--- src/rtl/score_pkg.sv ---
// score_pkg: shared types and constants for the score display.
// No ports; holds the converter state enum, digit geometry and 7-segment patterns.
package score_pkg;
    localparam int SCORE_W    = 16;
    localparam int NUM_DIGITS = 5;
    localparam int BCD_W      = 4 * NUM_DIGITS;

    typedef enum logic [1:0] {IDLE, SHIFT, LATCH} conv_state_e;

    // Patterns are g..a, active-high; entry n is the glyph for digit n.
    localparam logic [9:0][6:0] SEG7_LUT = {
        7'h6F, 7'h7F, 7'h07, 7'h7D, 7'h6D, 7'h66, 7'h4F, 7'h5B, 7'h06, 7'h3F
    };
    localparam logic [6:0] SEG7_BLANK = 7'h00;
endpackage

--- src/rtl/seg7_decode.sv ---
// seg7_decode: combinational BCD digit to 7-segment pattern.
// Ports: bcd_i - 4-bit digit; seg_o - segments g..a, active-high (blank for 10..15).
module seg7_decode
    import score_pkg::*;
(
    input  logic [3:0] bcd_i,
    output logic [6:0] seg_o
);
    assign seg_o = (bcd_i <= 4'd9) ? SEG7_LUT[bcd_i] : SEG7_BLANK;
endmodule

--- src/rtl/score_display.sv ---
// score_display: binary score to 5-digit multiplexed 7-segment display.
// Ports: clk - system clock; rst_n - async active-low reset; score - binary score;
//        seg - segments g..a of the active digit; digit_sel - one-hot digit enable
//        (bit0 = units); busy - binary-to-BCD conversion in progress.
// Define SCORE_DISPLAY_BLANK_EN to blank leading zero digits (units digit always shown).
module score_display
    import score_pkg::*;
#(
    parameter int SCAN_DIV = 1024
) (
    input  logic                  clk,
    input  logic                  rst_n,
    input  logic [SCORE_W-1:0]    score,
    output logic [6:0]            seg,
    output logic [NUM_DIGITS-1:0] digit_sel,
    output logic                  busy
);
    conv_state_e           state_q, state_d;
    logic [SCORE_W-1:0]    score_q, last_q, last_d, work_q, work_d;
    logic [BCD_W-1:0]      bcd_q, bcd_d, disp_q, disp_d, adj;
    logic [3:0]            cnt_q, cnt_d;
    logic [15:0]           scan_q, scan_d;
    logic [2:0]            idx_q, idx_d;
    logic [6:0]            seg_q, seg_d, dec_seg;
    logic [NUM_DIGITS-1:0] sel_q, sel_d;
    logic                  wrap, blank;

    always_comb begin
        state_d = state_q;
        last_d  = last_q;
        work_d  = work_q;
        bcd_d   = bcd_q;
        disp_d  = disp_q;
        cnt_d   = cnt_q;
        adj     = bcd_q;
        for (int i = 0; i < NUM_DIGITS; i++)
            if (bcd_q[4*i +: 4] >= 4'd5) adj[4*i +: 4] = bcd_q[4*i +: 4] + 4'd3;
        case (state_q)
            IDLE: if (score_q != last_q) begin
                work_d  = score_q;
                last_d  = score_q;
                bcd_d   = '0;
                cnt_d   = '0;
                state_d = SHIFT;
            end
            SHIFT: begin
                // Top nibble never reaches 8 for a 16-bit input, so its carry-out is dropped.
                bcd_d   = BCD_W'({adj, work_q[SCORE_W-1]});
                work_d  = work_q << 1;
                cnt_d   = cnt_q + 4'd1;
                state_d = (cnt_q == 4'd15) ? LATCH : SHIFT;
            end
            LATCH: begin
                disp_d  = bcd_q;
                state_d = IDLE;
            end
            default: state_d = IDLE;
        endcase
    end

    seg7_decode u_dec (
        .bcd_i(disp_q[{idx_q, 2'b00} +: 4]),
        .seg_o(dec_seg)
    );

    always_comb begin
        wrap   = (scan_q == 16'(SCAN_DIV - 1));
        scan_d = wrap ? '0 : scan_q + 16'd1;
        idx_d  = wrap ? ((idx_q == 3'(NUM_DIGITS - 1)) ? '0 : idx_q + 3'd1) : idx_q;
`ifdef SCORE_DISPLAY_BLANK_EN
        // Blank when this digit and every more significant one are zero.
        blank  = (idx_q != '0) && ((disp_q >> {idx_q, 2'b00}) == '0);
`else
        blank  = 1'b0;
`endif
        seg_d  = blank ? SEG7_BLANK : dec_seg;
        sel_d  = NUM_DIGITS'(1) << idx_q;
    end

    always_ff @(posedge clk or negedge rst_n) begin
        if (!rst_n) begin
            state_q <= IDLE;
            score_q <= '0;
            last_q  <= '0;
            work_q  <= '0;
            bcd_q   <= '0;
            disp_q  <= '0;
            cnt_q   <= '0;
            scan_q  <= '0;
            idx_q   <= '0;
            seg_q   <= SEG7_LUT[0];
            sel_q   <= NUM_DIGITS'(1);
        end else begin
            state_q <= state_d;
            score_q <= score;
            last_q  <= last_d;
            work_q  <= work_d;
            bcd_q   <= bcd_d;
            disp_q  <= disp_d;
            cnt_q   <= cnt_d;
            scan_q  <= scan_d;
            idx_q   <= idx_d;
            seg_q   <= seg_d;
            sel_q   <= sel_d;
        end
    end

    assign seg       = seg_q;
    assign digit_sel = sel_q;
    assign busy      = (state_q != IDLE);
endmodule
--- config.mk ---
export PLATFORM = sky130hd
export DESIGN_NAME = score_display
export DESIGN_NICKNAME = d
export VERILOG_FILES = /design/src/rtl/score_pkg.sv /design/src/rtl/seg7_decode.sv /design/src/rtl/score_display.sv
export SDC_FILE = /design/constraint.sdc
export NUM_CORES = 1
export LEC_CHECK = 0
export BUFFER_PORTS_ARGS = -buffer_cell sky130_fd_sc_hd__buf_2
export CAP_MARGIN = 15
export CORE_MARGIN = 2
export CORE_UTILIZATION = 43
export CTS_BUF_LIST = sky130_fd_sc_hd__clkbuf_8
export DETAILED_ROUTE_END_ITERATION = 6
export GPL_TIMING_DRIVEN = 1
export PLACE_DENSITY_LB_ADDON = 0.15
export REMOVE_ABC_BUFFERS = 1
export SLEW_MARGIN = 20
export SYNTH_ARGS = -nofsm -noshare
export SYNTH_HDL_FRONTEND = slang
export SYNTH_SLANG_ARGS = --single-unit
--- constraint.sdc ---
create_clock -name clk -period 5.66 [get_ports clk]
set_input_delay 1.132 -clock clk [delete_from_list [all_inputs] [get_ports clk]]
set_output_delay 1.132 -clock clk [all_outputs]
set_load 0.02 [all_outputs]
-- After elaboration in Yosys (flattened, before gate mapping)
Memories as Yosys holds them, arrays and structs flattened.
Index checks and enable logic that the tools add are counted.
- register bits: 125
- bits in read-only memories: 112
- output and inout bits: 13
- bits of input ports: 18
- memories: 1
- logic and storage cells: 59
- memory list (memory ; words ; width ; rd ports ; clocked after Yosys merged registers in ; write ports ; line ; source):
    (no name shown) ; 16 ; 7 ; 1 ; 0 ; 0 ; seg7_decode.sv:9 ; assign seg_o = (bcd_i <= 4'd9) ? SEG7_LUT[bcd_i] : SEG7_BLANK;
- reductions and logical operators: 5
- mux-type cells: 18
- equality and inequality tests: 7
- $add $sub $neg: 8
- shifts and indexed selects: 2
- order comparisons: 7
- operators with widths (cell ; count):
    $pmux W20 S2 ; 1
    $mux W16 ; 2
    $pmux W16 S2 ; 1
    $ge A4 B3 Y1 const B ; 5
    $mux W20 ; 1
    $mux W4 ; 5
    $shiftx A20 B6 Y4 ; 1
    $add A16 B1 Y16 const B ; 1
    $add A4 B2 Y4 const B ; 4
    $eq A16 B10 Y1 const B ; 1
    $ne A16 B16 Y1 ; 1
    $mux W7 ; 2
    $pmux W4 S2 ; 1
    $mux W3 ; 2
    $lt A4 B5 Y1 const B ; 1
    $shl A1 B3 Y5 const A ; 1
    $add A4 B1 Y4 const B ; 1
    $eq A4 B4 Y1 const B ; 1
    $le A4 B4 Y1 const B ; 1
    $mux W2 ; 2
    $pmux W2 S2 ; 1
    $reduce_and A2 Y1 ; 2
    $reduce_bool A2 Y1 ; 2
    $add A3 B1 Y3 const B ; 1
    other kinds (6) ; 6

-- Depth between registers and ports, before layout
Gate-level depths: netlist of the first run.
- depth after elaboration: 4
- depth in mapped cells: 9

-- By module
A second synthesis of the first run with hierarchy kept.
- cell total of the unflattened synthesis: 497
- area total of the unflattened synthesis: 5716.7 um^2
- modules (own cells, without submodules) (module ; cells each ; sequential area each (um^2) ; area each (um^2) ; instances):
    score_display ; 470 ; 3136.8 ; 5530.3 ; 1
    seg7_decode ; 27 ; 0.0 ; 186.4 ; 1

-- Least setup slack after synthesis of the first run
Ideal clock, no wire load.
- path kind: reg-to-reg
- from: register idx_q[0]
- to: register seg_q[0] (netlist: seg[0])
- required time: 5.573 ns
- buffers on the path: 1
- clock period less this slack: 2.196 ns
- data arrival time: 2.109 ns
- slack: 3.464 ns
- stages on the path, launching flop included: 9
- path through: dfrtp_1 buf_2 mux4_2 nand2_1 o31ai_1 ha_1 or2_2 a21boi_1 a211oi_1
- cells in the longest elaborated chain, start to end: 4
- RTL lines (item ; line ; source):
    start: declaration ; score_display.sv:23 ; logic [2:0] idx_q, idx_d;
    start signal: assignment ; score_display.sv:102 ; idx_q <= idx_d;
    $shiftx A20 B6 Y4 * ; score_display.sv:62 ; .bcd_i(disp_q[{idx_q, 2'b00} +: 4]),
    $mem_v2 Z16 W7 ; n/a ;
    $mux W7 (not written as such) ; seg7_decode.sv:9 ;
    $mux W7 * ; seg7_decode.sv:9 ;
    named net dec_seg[0] ; score_display.sv:24 ; logic [6:0] seg_q, seg_d, dec_seg;
    end signal: assignment ; score_display.sv:91 ; seg_q <= SEG7_LUT[0];
    end signal: assignment ; score_display.sv:103 ; seg_q <= seg_d;
    end: declaration ; score_display.sv:24 ;
Mark *: on every way through the listed nets, which the timed path passes. The rest lies on a longest branch. The select of a mux whose other input is x is not followed.
A chain may end at the register's enable or synchronous reset.

-- Worst setup path in the final report of the first run
- from: register state_q[1]
- to: output busy
- cells in the longest elaborated chain, start to end: 1
- RTL lines (item ; line ; source):
    start: declaration ; score_display.sv:18 ; conv_state_e state_q, state_d;
    start signal: assignment ; score_display.sv:94 ; state_q <= state_d;
    $reduce_bool A2 Y1 ; score_display.sv:110 ; assign busy = (state_q != IDLE);
    end: declaration ; score_display.sv:16 ; output logic busy
No other way between the ends.

==> run metrics, run 1 <==
status completed; Setup WS post-layout 3.167 ns; worst-path fanout max 3; Hold WC Path Type reg2reg; synthesized area 0.005655 mm2; clk sink count 125; CP peak stage delay 0.39 ns; hold path cells 1; DRT Pass-1 Iters 4; Core Util, Final 0.4986; width of the die 118.7 um; nets 537; DRT antenna net count 0; Mapped Cells 461; largest net degree at the start of global routing 83; r2r startpoint idx_q[0]; hold_sp scan_q[15]; DP HPWL 6268 um; crit path launch type register; core area 0.01272 mm2; Reg2Reg Depth 7; layout cell share with drive strength beyond 1 0.2318; sequential element share of the synthesized area 0.5546; syn avg cell area 12.27 um2; CP cell instances or2_2 > buf_2; initial antenna violation count 0; routed wire length 9716 um; Worst Path Arrival 1.36 ns; post_cts resized 0; synthesis-stage register bit count 125; Clock Pin Slew Worst Setup and Hold Paths 0.07 ns; Starting Density 0.4445; Slew headroom 0.5243; TritonCTS Buffers 17; predominant post-synthesis flop cell dfrtp_1; Leakage 2.848 nW; # Max-Cap Violations 0; vias in the first global route 3521; Crit-path slowest cell dfrtp_1; ys async rst share 1.000; final max-slew violation count 0; leading cell types in the layout, fill and taps excluded dfrtp_1 (118), mux2_2 (40), nand2_1 (29), buf_2 (29), xnor2_1 (27); Tcrit/Tclk final 0.4405; post-synthesis cell type count 44; Period minus WS final 2.493 ns; fillers 1160; area of the multi-input gates 0.002338 mm2; # rows 41; Worst EP required 4.53 ns; DR vias 3491; drt via density 5.126; # hold bufs at CTS 0; hold endpoint scan_q[15]; Post-Place Setup Slack 3.098 ns; initial drt markers 264; Largest delay share family, worst path flip-flops; Max VDD drop 0.2360 mV; area added between synthesis and finish 12.17%; Worst setup EP type output pin; total global-route track usage 0.1537; I/O Buffers 30; Pwr Total 3.200 mW; setup_tns 0 ns; GP Congestion 0.7644; WS Path Type reg2out; measured slew at the worst slew-check pin 0.7093 ns; CTS tree yes; FF-to-FF End seg[4]; Register Area 0.003137 mm2; final setup violation count 0; reg2reg setup slack 3.17 ns; n_diodes 0; EDFF count, synth 0; worst clock skew 0.008393 ns; max frequency 0.4011 GHz; Bufs and invs on worst path 1; first-pass GRT wire length 17120 um; H-tree depth 4; WL per Instance 14.27 um; die height 118.7 um; Remaining DRCs 0; clock tree buffer depth 2; commonest non-fill, non-tap cell in the layout dfrtp_1; yosys warns 0; GR Overflow Total 0; root buf cell clkbuf_8; pwr dens 504.4 mW/mm2; Die ar. 0.01408 mm2; Hold Fails Final Rpt 0; post-CTS setup buffer count 0; worst skew pair latency 0.44 ns; num ports 31; RSZ-0062 raised after global routing no
worst register-to-register path, delay by kind of cell (launching register included):
family,cells,cell delay [ns]
AOI/OAI and AO/OA,2,0.83
adders and majority gates,1,0.29
DFF,1,0.69
muxes,1,0.27
and+or+nand+nor,3,0.32
synthesized netlist by cell type (3+ instances only):
cell type  instances  area, um2
buf_2              3      15.01
o21ai_0           13      65.06
dfrtp_1          118       2953
inv_1             19      71.32
xnor2_1           27      236.5
mux2i_1            7      70.07
nor4b_1            5      43.79
xor2_1            12      105.1
o22ai_1           11      68.82
a31oi_1            5      31.28
nor2b_1            6      37.54
and3_1             6      37.54
dfstp_2            7      183.9
and2_1            17      106.4
nand2_1           29      108.9
nand3_1           11      55.05
nand4_1            5      31.28
a21oi_1           13      65.06
nor3_1             3      15.01
buf_6              4      45.04
a221o_1           15      150.1
clkbuf_1          11      41.29
mux2_2            40      450.4
ha_1              23      287.8
nor2_1            17      63.81
o32ai_1            5      43.79
nand2b_1           6      37.54
per-stage QoR:
stage          instance area (um2)  hold WS [ns]  std cells
6_report                      6344        0.4783        681
5_1_grt                       6344        0.5047        681
4_1_cts                       6340        0.4759        681
3_5_place_dp                  5952        0.4606        649
3_3_place_gp                  5952        0.4548        649
2_1_floorplan                 5547        0.4386        442
layout make-up:
cell class | count | area share
Timing Repair Buffer | 35 | 0.03057
Inverter | 19 | 0.01124
Sequential cell | 125 | 0.4945
Multi-Input combinational cell | 298 | 0.3686
Clock buffer | 19 | 0.04122
Tap cell | 172 | 0.03393
Clock inverter | 13 | 0.01992
worst max-delay path by stage:
stage / startpoint / endpoint / slack [ns] / cells past startpoint
global placement: rst_n / score_q[3] / 3.13 / 2
floorplan: idx_q[0] / seg[0] / 3.46 / 7
finish: state_q[1] / busy / 3.17 / 2
global route: idx_q[0] / seg[0] / 2.96 / 7
CTS: state_q[1] / busy / 3.13 / 2
detailed placement: rst_n / work_q[2] / 3.10 / 2
routing by layer:
layer / global-route usage / up-vias / wire length, um / share of wire
met5: 0 / - / 0 / 0
met4: 0.06250 / 0 / 146 / 0.015
met3: 0.04778 / 13 / 336 / 0.035
met2: 0.2310 / 44 / 4453 / 0.46
met1: 0.2067 / 1733 / 4779 / 0.49
li1: - / 1701 / - / -
logic make-up after synthesis:
family | after synthesis | synth area share
DFF | 125 | 0.5546
adders and majority gates | 23 | 0.05089
xor gates and xnor gates | 39 | 0.06040
muxes | 50 | 0.1020
AOI/OAI and AO/OA | 73 | 0.09181
and+or+nand+nor | 113 | 0.1084
buffers and inverters | 38 | 0.03186
sequential cells by signal, summed over array words and instances (netlist names):
register	cells
bcd_q	20
cnt_q	4
digit_sel	5
disp_q	20
idx_q	3
last_q	16
scan_q	16
score_q	16
seg	7
state_q	2
work_q	16
where the power goes:
part	total, mW	switching, mW	internal (mW)	leakage [nW]
Combinational	1.07	0.551	0.517	1.09
Sequential	1.38	0.200	1.18	1.56
Clock	0.750	0.342	0.408	0.201
Total	3.20	1.09	2.11	2.85
Power figures use the tool's default switching activity.
==> run 2: changes to the inputs <==
--- a/config.mk
+++ b/config.mk
@@ -5,6 +5,7 @@
 export SDC_FILE = /design/constraint.sdc
 export NUM_CORES = 1
 export LEC_CHECK = 0
+export ABC_AREA = 1
 export BUFFER_PORTS_ARGS = -buffer_cell sky130_fd_sc_hd__buf_2
 export CAP_MARGIN = 15
 export CORE_MARGIN = 2
==> constraint.sdc (replaced) <==
create_clock -name clk -period 2.2 [get_ports clk]
set_input_delay 0.44 -clock clk [delete_from_list [all_inputs] [get_ports clk]]
set_output_delay 0.44 -clock clk [all_outputs]
set_load 0.02 [all_outputs]
==> run metrics, run 2 <==
Synth top area share 0.4890; Post-Place Setup Slack 0.2576 ns; crit path launch type register; H-tree depth 4; Worst EP required 2.53 ns; worst-path fanout max 8; reg2reg setup slack 0.26 ns; Period minus WS final 1.944 ns; worst skew pair latency 0.44 ns; num ports 31; n_diodes 0; root buf cell clkbuf_8; vias in the first global route 4408; Leakage 3.568 nW; syn avg cell area 8.182 um2; max frequency 0.5143 GHz; final instance area 0.006807 mm2; synth cell count leaders nand2_1 (216), dfrtp_1 (118), inv_1 (88); top-count cell post-synth nand2_1; status completed; RSZ-0062 raised after global routing no; Worst setup EP type register; Placement Cell Area 0.006412 mm2; area leader, netlist dfrtp_1; pwr dens 1304 mW/mm2; largest net degree at the start of global routing 51; sequential element share of the synthesized area 0.5195; DR vias 4650; Largest delay share family, worst path compound AO/OA/AOI/OAI gates; routed wire length 11300 um; WS Path Type reg2reg; Die ar. 0.01501 mm2; DRT Pass-1 Iters 4; Remaining DRCs 0; CTS tree yes; largest registers bcd_q x20, disp_q x20; leading cell types in the layout, fill and taps excluded nand2_1 (216), dfrtp_1 (118), inv_1 (88); Tcrit/Tclk final 0.8838; GP Congestion 0.8724; # rows 43; layout cell share with drive strength beyond 1 0.1267; post_cts resized 0; commonest non-fill, non-tap cell in the layout nand2_1; die height 122.5 um; final max-slew violation count 0; WL per Instance 11.66 um; width of the die 122.5 um; yosys warns 0; first-pass GRT wire length 19640 um; area added between synthesis and finish 12.72%; worst clock skew 0.006842 ns; post-synthesis cell type count 32; fin cells 969; Bufs and invs on worst path 3; initial drt markers 269; clk sink count 125; Starting Density 0.4384; Hold Fails Final Rpt 0; # Max-Cap Violations 0; EDFF count, synth 0; measured slew at the worst slew-check pin 0.5128 ns; core area 0.01377 mm2; Worst Path Arrival 2.28 ns; drt via density 4.799; synthesis-stage register bit count 125; clock tree buffer depth 2; final setup violation count 0; DRT antenna net count 0; Clock Pin Slew Worst Setup and Hold Paths 0.08 ns; largest cells by area after synthesis dfrtp_1 (49%), nand2_1 (13%), o21ai_0 (6.5%); placed insts 936; initial antenna violation count 0; CP cell instances inv_1 > nor2_1 > o21ai_0 > nand2_1 > a21boi_2 > inv_1 > ha_1 > o21ai_2 > nand2_4 > inv_2 > nor2_1; CP peak stage delay 0.46 ns; DP HPWL 7838 um; ys async rst share 1.000; Mapped Cells 738; Slew headroom 0.6550; synthesized area 0.006038 mm2; post-CTS setup buffer count 0; total global-route track usage 0.1664; TritonCTS Buffers 17; predominant post-synthesis flop cell dfrtp_1; nets 817; Crit-path slowest cell dfrtp_1; Setup WS post-layout 0.2557 ns; Hold WC Path Type in2reg; GR Overflow Total 0; Pwr Total 8.874 mW; Max VDD drop 0.6002 mV; I/O Buffers 30
[run 2: worst paths after layout]
path	startpoint	end	cells past startpoint
worst max-delay path	idx_q[1]	seg[6]	11
worst min-delay path	score[11]	score_q[11]	1
worst max register to register	idx_q[1]	seg[6]	11
worst min register to register	scan_q[0]	scan_q[0]	1
max in group asynchronous	rst_n	seg[1]	3
min in group asynchronous	rst_n	scan_q[5]	2
[run 2: kinds of logic after synthesis]
family	synth area share
compound gates	0.08972
xor+xnor	0.01741
fa+ha+maj	0.04766
buf+inv	0.08123
flops	0.5195
simple gates	0.2445
[run 2: area by class of cell]
type,instances,area [um2]
clock buffers,17,234.0
clock inverters,15,150.1
fillers,1317,6967
inverters,93,349.1
multi-input cells,495,2414
flip-flops and latches,125,3137
well taps,180,225.2
repair buffers,44,297.8
[run 2: per-stage QoR]
stage                     hold slack, ns    util  setup TNS (ns)
final                            0.09574  0.4942               0
after global routing             0.06693  0.4942               0
after CTS                        0.06810  0.4942               0
after detailed placement          0.4500  0.4656               0
after global placement            0.4469  0.4656               0
after floorplan                   0.1444       -          -31.78
[run 2: power by group]
| group | switching, mW | internal (mW) |
|---|---|---|
| clock | 0.929 | 0.995 |
| combinational | 2.11 | 1.23 |
| sequential | 0.508 | 3.10 |
[run 2: what timing repair did]
action | 4_1_cts | 5_1_grt
hold buffers | 1 | 0
endpoints found under the setup margin | 0 | 0
endpoints found under the hold margin | 31 | 0
[run 2: per-layer routing]
metal  GRT usage  part of all wire  vias up
li1            -                 -     2395
met1      0.1978              0.46     2146
met2      0.2840              0.48       90
met3     0.03857             0.034       19
met4     0.07974             0.021        0
met5           0                 0        -
==> run 3: changes to the inputs <==
==> constraint.sdc (replaced) <==
create_clock -name clk -period 1.62 [get_ports clk]
set_input_delay 0.324 -clock clk [delete_from_list [all_inputs] [get_ports clk]]
set_output_delay 0.324 -clock clk [all_outputs]
set_load 0.02 [all_outputs]
==> run metrics, run 3 (synthesized netlist as in run 2, its figures left out) <==
layout cell share with drive strength beyond 1 0.2919; DR vias 4968; worst clock skew 0.01256 ns; die height 122.5 um; core area 0.01377 mm2; commonest non-fill, non-tap cell in the layout nand2_1; Starting Density 0.4384; Worst setup EP type register; leading cell types in the layout, fill and taps excluded nand2_1 (182), dfrtp_1 (116), inv_1 (88); fin cells 1033; Max VDD drop 1.052 mV; initial drt markers 319; Largest delay share family, worst path flip-flops; root buf cell clkbuf_8; first-pass GRT wire length 21380 um; r2r startpoint idx_q[0]; initial antenna violation count 0; CP most frequent cell buf_6; WL per Instance 12.82 um; n_diodes 0; Min Hold Slack 0.2892 ns; CTS tree yes; Slew headroom 0.7520; GP Congestion 0.8678; width of the die 122.5 um; TritonCTS Buffers 17; Leakage 4.055 nW; # Max-Cap Violations 0; Clock Pin Slew Worst Setup and Hold Paths 0.07 ns; Crit-path slowest cell dfrtp_2; vias in the first global route 4817; final max-slew violation count 0; Reg2Reg Depth 10; worst-path fanout max 5; Hold Fails Final Rpt 0; Tcrit/Tclk final 1.105; DRT antenna net count 0; largest registers bcd_q x20, disp_q x20; num ports 31; worst skew pair latency 0.45 ns; failing checks negative setup slack; Period minus WS final 1.791 ns; largest net degree at the start of global routing 60; FF-to-FF End seg[6]; Worst Path Arrival 2.13 ns; pwr dens 1753 mW/mm2; CP cell instances buf_6 > nor2_4 > nand3_1 > a21boi_2 > buf_6 > ha_4 > o21ai_4 > nand2_4 > inv_4 > nor2_2; max frequency 0.5584 GHz; RSZ-0062 raised after global routing yes; measured slew at the worst slew-check pin 0.3686 ns; # rows 43; final setup violation count 7; nets 881; WS Path Type reg2reg; H-tree depth 4; Worst path depth 10; Setup WS post-layout -0.1708 ns; GR Overflow Total 0; CP peak stage delay 0.47 ns; Post-Place Setup Slack -0.2449 ns; reg2reg setup slack -0.17 ns; routed wire length 13250 um; Worst EP required 1.96 ns; setup_tns -0.9230 ns; Hold WC Path Type in2async; drt via density 4.809; status complete, but fails checks; DP HPWL 7966 um; crit path launch type register; total global-route track usage 0.1799; area added between synthesis and finish 33.61%; clock tree buffer depth 2; placed insts 957; Core Util, Final 0.5858; Die ar. 0.01501 mm2; clk sink count 125; I/O Buffers 30; DRT Pass-1 Iters 4; Remaining DRCs 0; Bufs and invs on worst path 3
==> run 3: worst max path at each step <==
stage	end	from	slack, ns
after floorplan	cnt_q[0]	state_q[1]	-1.49
after global placement	seg[6]	idx_q[0]	-0.18
after detailed placement	seg[6]	idx_q[0]	-0.24
after CTS	seg[6]	idx_q[0]	-0.1
after global routing	seg[6]	idx_q[0]	-0.22
final	seg[6]	idx_q[0]	-0.17
==> run 3: final cells by class <==
type / instances / area [um2]
Fill cell: 1229 / 5705
Sequential cell: 125 / 3139
Multi-Input combinational cell: 498 / 2970
Timing Repair Buffer: 105 / 984.7
Inverter: 93 / 359.1
Clock buffer: 21 / 289.0
Tap cell: 180 / 225.2
Clock inverter: 11 / 100.1
==> run 3: worst register-to-register path: cells and delay by family (launching register included) <==
kind	cells	cell delay, ns
buffers and inverters	3	0.37
AO/OA/AOI/OAI	2	0.37
flip-flops	1	0.47
adder cells (fa/ha/maj)	1	0.17
AND/OR/NAND/NOR	4	0.32
==> run 3: through the flow <==
step	instance area [um2]	total power [mW]
floorplan	5897	8.218
finish	8068	14.14
global placement	6620	9.638
CTS	7368	12.86
detailed placement	6620	9.821
global route	8068	15.30
==> run 3: power by group <==
group	internal, mW	switching (mW)	total [mW]
registers	4.21	0.821	5.03
logic	2.72	3.74	6.45
clock network	1.49	1.17	2.66
total	8.42	5.72	14.1
==> run 3: routing by layer <==
metal	up-vias	wire length, um	global-route usage
met1	2357	5763	0.2102
met5	-	0	0
li1	2542	-	-
met4	0	191	0.06897
met3	18	324	0.04322
met2	51	6969	0.3188
==> run 3: what timing repair did <==
action	in CTS	in global routing
setup endpoints to repair	23	70
hold endpoints to repair	38	0
buffers inserted	10	6
hold buffers	17	0
cloned	0	11
resized for setup	33	123
pin swaps	12	52
